--- config.mk ---
export PLATFORM = sky130hd
export DESIGN_NAME = square_wave_gen_p
export DESIGN_NICKNAME = d
export VERILOG_FILES = /design/src/rtl/square_wave_gen_p.sv
export SDC_FILE = /design/constraint.sdc
export NUM_CORES = 1
export LEC_CHECK = 0
export ABC_AREA = 1
export CAP_MARGIN = 20
export CORE_ASPECT_RATIO = 0.9
export CORE_UTILIZATION = 54
export CTS_CLUSTER_DIAMETER = 50
export DETAILED_ROUTE_END_ITERATION = 8
export GPL_ROUTABILITY_DRIVEN = 0
export PLACE_DENSITY = 0.78
export SLEW_MARGIN = 10
export SYNTH_ARGS = -nofsm -noshare
export SYNTH_HDL_FRONTEND = slang
export SYNTH_SLANG_ARGS = --single-unit
--- constraint.sdc ---
create_clock -name clk -period 3 [get_ports clk]
set_input_delay 0.6 -clock clk [delete_from_list [all_inputs] [get_ports clk]]
set_output_delay 0.6 -clock clk [all_outputs]
set_load 0.05 [all_outputs]
--- src/rtl/square_wave_gen_p.sv ---
// -----------------------------------------------------------------------------
// square_wave_gen_p
//
// Programmable square-wave generator. A shared prescaler divides clk into time
// units of DIV clocks. Each waveform cycle is an ON phase of on_period units
// followed by an OFF phase of off_period units. Period inputs are captured into
// shadow registers only when a cycle starts, so mid-cycle register writes never
// produce a runt pulse. Continuous mode repeats cycles back to back; burst mode
// runs burst_count cycles per start trigger and then returns to IDLE.
//
// Parameters
//   W        width of on/off period fields (time units)
//   DIV      clocks per time unit, DIV >= 1
//   BURST_W  width of the burst cycle count
//
// Ports
//   clk          system clock, rising edge
//   reset        asynchronous active-low reset
//   en           global enable; low forces IDLE on the next edge
//   mode         0 = continuous, 1 = burst
//   start        burst trigger, only honoured in IDLE
//   on_period    high time in units
//   off_period   low time in units
//   burst_count  cycles per burst
//   signal       registered waveform output (high while in ON)
//   busy         registered, high whenever the generator is not IDLE
//   cycle_done   registered one-clock pulse after each completed cycle
// -----------------------------------------------------------------------------
module square_wave_gen_p #(
   parameter int W       = 4,
   parameter int DIV     = 10,
   parameter int BURST_W = 8
) (
   input  logic               clk,
   input  logic               reset,
   input  logic               en,
   input  logic               mode,
   input  logic               start,
   input  logic [W-1:0]       on_period,
   input  logic [W-1:0]       off_period,
   input  logic [BURST_W-1:0] burst_count,
   output logic               signal,
   output logic               busy,
   output logic               cycle_done
);

   // DIV == 1 would give a zero-width prescaler; keep one bit that never moves.
   localparam int               PRE_W   = (DIV > 1) ? $clog2(DIV) : 1;
   localparam logic [PRE_W-1:0] PRE_MAX = PRE_W'(DIV - 1);

   typedef enum logic [1:0] {
      IDLE = 2'd0,
      ON   = 2'd1,
      OFF  = 2'd2
   } state_t;

   state_t               state_r;
   state_t               state_nx_s;
   state_t               start_tgt_s;

   logic [PRE_W-1:0]     pre_r;
   logic [W-1:0]         u_r;
   logic [W-1:0]         on_shadow_r;
   logic [W-1:0]         off_shadow_r;
   logic [W-1:0]         period_s;
   logic [BURST_W-1:0]   rem_r;

   logic                 phase_end_s;
   logic                 cycle_end_s;
   logic                 idle_exit_s;
   logic                 burst_load_s;
   logic                 cycle_start_s;

   logic                 signal_nx_s;
   logic                 busy_nx_s;
   logic                 cycle_done_nx_s;
   logic                 signal_r;
   logic                 busy_r;
   logic                 cycle_done_r;

   assign signal     = signal_r;
   assign busy       = busy_r;
   assign cycle_done = cycle_done_r;

   // Phase-end detection against the shadow period of the current phase.
   always_comb begin
      if (state_r == OFF) begin
         period_s = off_shadow_r;
      end else begin
         period_s = on_shadow_r;
      end
      // Phases are never entered with a zero period, so period_s - 1 cannot wrap.
      phase_end_s = (state_r != IDLE) && (pre_r == PRE_MAX) &&
                    (u_r == (period_s - W'(1)));
   end

   // Where a freshly started cycle goes, judged on the live period inputs
   // because the shadows load on that same edge.
   always_comb begin
      if (on_period != {W{1'b0}}) begin
         start_tgt_s = ON;
      end else if (off_period != {W{1'b0}}) begin
         start_tgt_s = OFF;
      end else begin
         start_tgt_s = IDLE;
      end
   end

   // Cycle boundary events; en low suppresses all of them.
   always_comb begin
      burst_load_s  = en && (state_r == IDLE) && mode && start &&
                      (burst_count != {BURST_W{1'b0}});
      idle_exit_s   = en && (state_r == IDLE) && (!mode || burst_load_s);
      // ON with no OFF phase ends the cycle directly (signal stays high).
      cycle_end_s   = en && phase_end_s &&
                      ((state_r == OFF) || (off_shadow_r == {W{1'b0}}));
      // In burst mode rem == 1 means this was the last cycle; rem == 0 means
      // the run was continuous and the switch to burst sends it back to IDLE.
      cycle_start_s = idle_exit_s ||
                      (cycle_end_s && (!mode || (rem_r > BURST_W'(1))));
   end

   // FSM next-state logic.
   always_comb begin
      if (!en) begin
         state_nx_s = IDLE;
      end else if (cycle_start_s) begin
         state_nx_s = start_tgt_s;
      end else if (cycle_end_s) begin
         state_nx_s = IDLE;
      end else if ((state_r == ON) && phase_end_s) begin
         state_nx_s = OFF;
      end else begin
         state_nx_s = state_r;
      end
   end

   // FSM state register.
   always_ff @(posedge clk or negedge reset) begin
      if (!reset) begin
         state_r <= IDLE;
      end else begin
         state_r <= state_nx_s;
      end
   end

   // FSM output decode, taken from the next state so the registered outputs
   // line up with the state register.
   always_comb begin
      signal_nx_s     = (state_nx_s == ON);
      busy_nx_s       = (state_nx_s != IDLE);
      cycle_done_nx_s = cycle_end_s;
   end

   // Output registers.
   always_ff @(posedge clk or negedge reset) begin
      if (!reset) begin
         signal_r     <= 1'b0;
         busy_r       <= 1'b0;
         cycle_done_r <= 1'b0;
      end else begin
         signal_r     <= signal_nx_s;
         busy_r       <= busy_nx_s;
         cycle_done_r <= cycle_done_nx_s;
      end
   end

   // Prescaler and unit counter; both clear on every phase entry and in IDLE.
   always_ff @(posedge clk or negedge reset) begin
      if (!reset) begin
         pre_r <= {PRE_W{1'b0}};
         u_r   <= {W{1'b0}};
      end else if ((state_r == IDLE) || phase_end_s || (state_nx_s == IDLE)) begin
         pre_r <= {PRE_W{1'b0}};
         u_r   <= {W{1'b0}};
      end else if (pre_r == PRE_MAX) begin
         pre_r <= {PRE_W{1'b0}};
         u_r   <= u_r + W'(1);
      end else begin
         pre_r <= pre_r + PRE_W'(1);
         u_r   <= u_r;
      end
   end

   // Shadow period registers, captured at each cycle start only.
   always_ff @(posedge clk or negedge reset) begin
      if (!reset) begin
         on_shadow_r  <= {W{1'b0}};
         off_shadow_r <= {W{1'b0}};
      end else if (cycle_start_s) begin
         on_shadow_r  <= on_period;
         off_shadow_r <= off_period;
      end else begin
         on_shadow_r  <= on_shadow_r;
         off_shadow_r <= off_shadow_r;
      end
   end

   // Remaining burst cycles; zero whenever idle or running continuously.
   always_ff @(posedge clk or negedge reset) begin
      if (!reset) begin
         rem_r <= {BURST_W{1'b0}};
      end else if (state_nx_s == IDLE) begin
         rem_r <= {BURST_W{1'b0}};
      end else if (burst_load_s) begin
         rem_r <= burst_count;
      end else if (cycle_end_s && mode) begin
         rem_r <= rem_r - BURST_W'(1);
      end else if (cycle_end_s) begin
         rem_r <= {BURST_W{1'b0}};
      end else begin
         rem_r <= rem_r;
      end
   end

endmodule
==> impl_results.md <==
- Status: complete, no violations
- TritonCTS buffer count: 5
- Crit-path slowest cell: clkdlybuf4s50_1
- Worst Path Buf+Inv: 2
- Hold Path Class: reg2reg
- Sequential share of the synthesized area: 0.386
- Die Ht: 57.9 um
- Worst relative slew slack: 0.666
- Largest net degree at the start of global routing: 30
- Comb power frac: 0.275
- RSZ-0062 raised after global routing: no
- First-pass GRT wire length: 6750 um
- Sink Count: 29
- Clock latency on the worst-skew pair: 0.28 ns
- Final nets: 307
- Sequential share of power: 0.422
- Reg area: 726 um2
- Synth warnings: 0
- Delay-heaviest family, CP: simple AND/OR/NAND/NOR gates
- R2R Setup Slk: 0.61 ns
- Mean Syn Cell Area: 7.45 um2
- Fin crit share: 0.805
- CP required: 3.20 ns
- Cts hold-fix bufs: 0
- Total core area: 3190 um2
- DRT iter0 DRCs: 154
- Pre-CTS WS: 0.279 ns
- Routed Antenna Nets: 0
- Post-route setup TNS: 0 ns
- Synth cell types: 28
- Total GRT Usage: 0.244
- Proportion of layout cells with a drive suffix above 1: 0.139
- Die Wd: 64.2 um
- DR vias/cell: 5.13
- Max Slew Vio Count: 0
- # rows: 19
- Post-cts resize count: 0
- Clock power share: 0.302
- Startpoint types: primary input
- Register bit total from synthesis: 29
- H-tree depth: 2
- Critical-path cell list: clkdlybuf4s50_1 > nor2_1 > nand4_1 > nor3_1 > nor2_2 > o21ai_0 > nand2_2 > nand2_1 > nand3_2 > nand2_4 > inv_2 > nor2_1
- Leakage: 1.12 nW
- Fillers: 253
- CTS tree: yes
- IO Port Bufs: 23
- CP endpoint kind: register
- DR WL/cell: 12.1 um
- Number of remaining DRC errors: 0
- Post-CTS Setup Inserts: 0
- Ant. Diodes: 0
- Clock buffer depth: 2
- Crit path DAT: 2.62 ns
- Initial core utilization: 0.590
- Gr ovfl total: 0
- Multi-input gate area: 975 um2
- Switch share: 0.325
- Hold_ws: 0.560 ns
- Final Hold Fails: 0
- Initial antenna violation count: 0
- Vias in the first global route: 1523
- Max FO, Critical Path: 19
- Via count: 1657
- Setup Viol. Count Final: 0
- Max cap viols: 0
- Post-layout minimum cycle time: 2.42 ns
- Slew @ Worst Pin: 0.499 ns
- I/O pin total: 24
- Die area: 3720 um2
- Cells after synthesis: 252
- Max incr delay on CP: 0.44 ns
- Clock transition at path regs: 0.06 ns
- Fmax: 0.414 GHz
- WL final: 3910 um
- Design area: 2240 um2
- Post-Place Cell Area: 2150 um2
- Final setup margin: 0.584 ns
- Internal Power: 0.713 mW
- Pwr dens: 472 nW/um2
- Final Skew: 0.00195 ns
- Area Overhead vs Synth: 19.2%
- Sw Pwr: 0.343 mW
- Worst vdd ir: 0.339 mV
- Critical Path Most Common Cell: nor2_1
- Post-Syn Nets: 278
- CP Class: in2reg
- Drt pass-1 iters: 5
- Mapped cell area: 1880 um2
- Detailed placement HPWL: 3050 um
- Power, Total: 1.06 mW
- CTS root buf: clkbuf_8
## cell type report
class / instances / share of cell area
multi-input cells: 179 / 0.435
repair buffers: 25 / 0.110
well taps: 42 / 0.0235
flip-flops and latches: 29 / 0.324
inverters: 41 / 0.0688
clock buffers: 7 / 0.0386
## sequential cells by signal, summed over array words and instances (netlist names)
name,count
off_shadow_r,4
signal,1
cycle_done,1
u_r,4
busy,1
on_shadow_r,4
pre_r,4
state_r,2
rem_r,8
## metrics by stage
stage / cells / util
finish: 323 / 0.703
global route: 323 / 0.703
CTS: 323 / 0.703
detailed placement: 316 / 0.676
global placement: 316 / 0.676
floorplan: 252 / -
## final timing paths
path | startpoint | endpoint | depth (start not counted)
setup / recovery | burst_count[0] | rem_r[7] | 12
hold / removal | off_shadow_r[0] | off_shadow_r[0] | 2
setup reg to reg | pre_r[1] | rem_r[7] | 17
hold reg to reg | off_shadow_r[0] | off_shadow_r[0] | 2
max in group asynchronous | reset | state_r[0] | 2
min in group asynchronous | reset | pre_r[3] | 2
## cells in the mapped netlist
| library cell | number | area, um2 |
|---|---|---|
| o22ai_1 | 5 | 31.3 |
| nor2_4 | 1 | 11.3 |
| a21oi_1 | 1 | 5.00 |
| xor2_1 | 9 | 78.8 |
| nand3_1 | 19 | 95.1 |
| nand2_1 | 57 | 214 |
| nor4_1 | 2 | 12.5 |
| inv_2 | 3 | 11.3 |
| nor2_2 | 12 | 75.1 |
| or2_2 | 3 | 18.8 |
| buf_4 | 1 | 7.51 |
| o41ai_1 | 1 | 8.76 |
| o2111ai_1 | 1 | 8.76 |
| inv_1 | 38 | 143 |
| nand2_2 | 4 | 25.0 |
| o21ai_0 | 16 | 80.1 |
| nand4_1 | 2 | 12.5 |
| nor2_1 | 25 | 93.8 |
| ha_1 | 5 | 62.6 |
| nor3_1 | 6 | 30.0 |
| nand3_4 | 1 | 17.5 |
| buf_2 | 1 | 5.00 |
| nand2_4 | 3 | 33.8 |
| nand4_2 | 1 | 12.5 |
| dfrtp_1 | 29 | 726 |
| xnor2_1 | 2 | 17.5 |
| buf_6 | 1 | 11.3 |
| nand3_2 | 3 | 30.0 |
## worst reg2reg max path: stages (launching register included)
cell and delay (ns):
dfrtp_1 0.40, inv_1 0.06, ha_1 0.13, inv_1 0.04, nor2_1 0.08, nand2_1 0.15, nor2_1 0.13, nand2_1 0.06
inv_1 0.05, nand3_1 0.10, nor2_2 0.18, nand4_2 0.12, nand2_2 0.26, nand2_1 0.11, nand3_2 0.13, nand2_4 0.08
inv_2 0.15, nor2_1 0.07
## cell families after synthesis
group | share of synthesized area
AND/OR/NAND/NOR | 0.363
buffers and inverters | 0.0946
flip-flops | 0.386
AO/OA/AOI/OAI | 0.0713
XOR/XNOR | 0.0513
adder cells (fa/ha/maj) | 0.0333
## power by group through the flow
| stage | registers [mW] | clock network (mW) | logic (mW) |
|---|---|---|---|
| after floorplan | 0.458 | 0 | 0.198 |
| after global placement | 0.452 | 0 | 0.284 |
| after detailed placement | 0.453 | 0 | 0.290 |
| after CTS | 0.446 | 0.328 | 0.292 |
| after global routing | 0.449 | 0.343 | 0.330 |
| final | 0.446 | 0.319 | 0.291 |
## layout by cell type (no fill, tap or decap), drive strengths merged
master / Yosys / routed
o21ai: 16 / 16
nor2: 38 / 38
xnor2: 2 / 2
clkbuf: 0 / 7
xor2: 9 / 9
o41ai: 1 / 1
o22ai: 5 / 5
nor3: 6 / 6
nand4: 3 / 3
nor4: 2 / 2
dfrtp: 29 / 29
or2: 3 / 3
a21oi: 1 / 1
nand3: 23 / 23
nand2: 64 / 64
ha: 5 / 5
clkdlybuf4s50: 0 / 23
buf: 3 / 2
o2111ai: 1 / 1
inv: 41 / 41
## layer usage
layer,share of wire,global-route usage
met5,0,0
met4,0.014,0.111
met3,0.050,0.0610
met1,0.50,0.341
met2,0.44,0.362
Note: power is estimated with default switching activity, not from simulation.
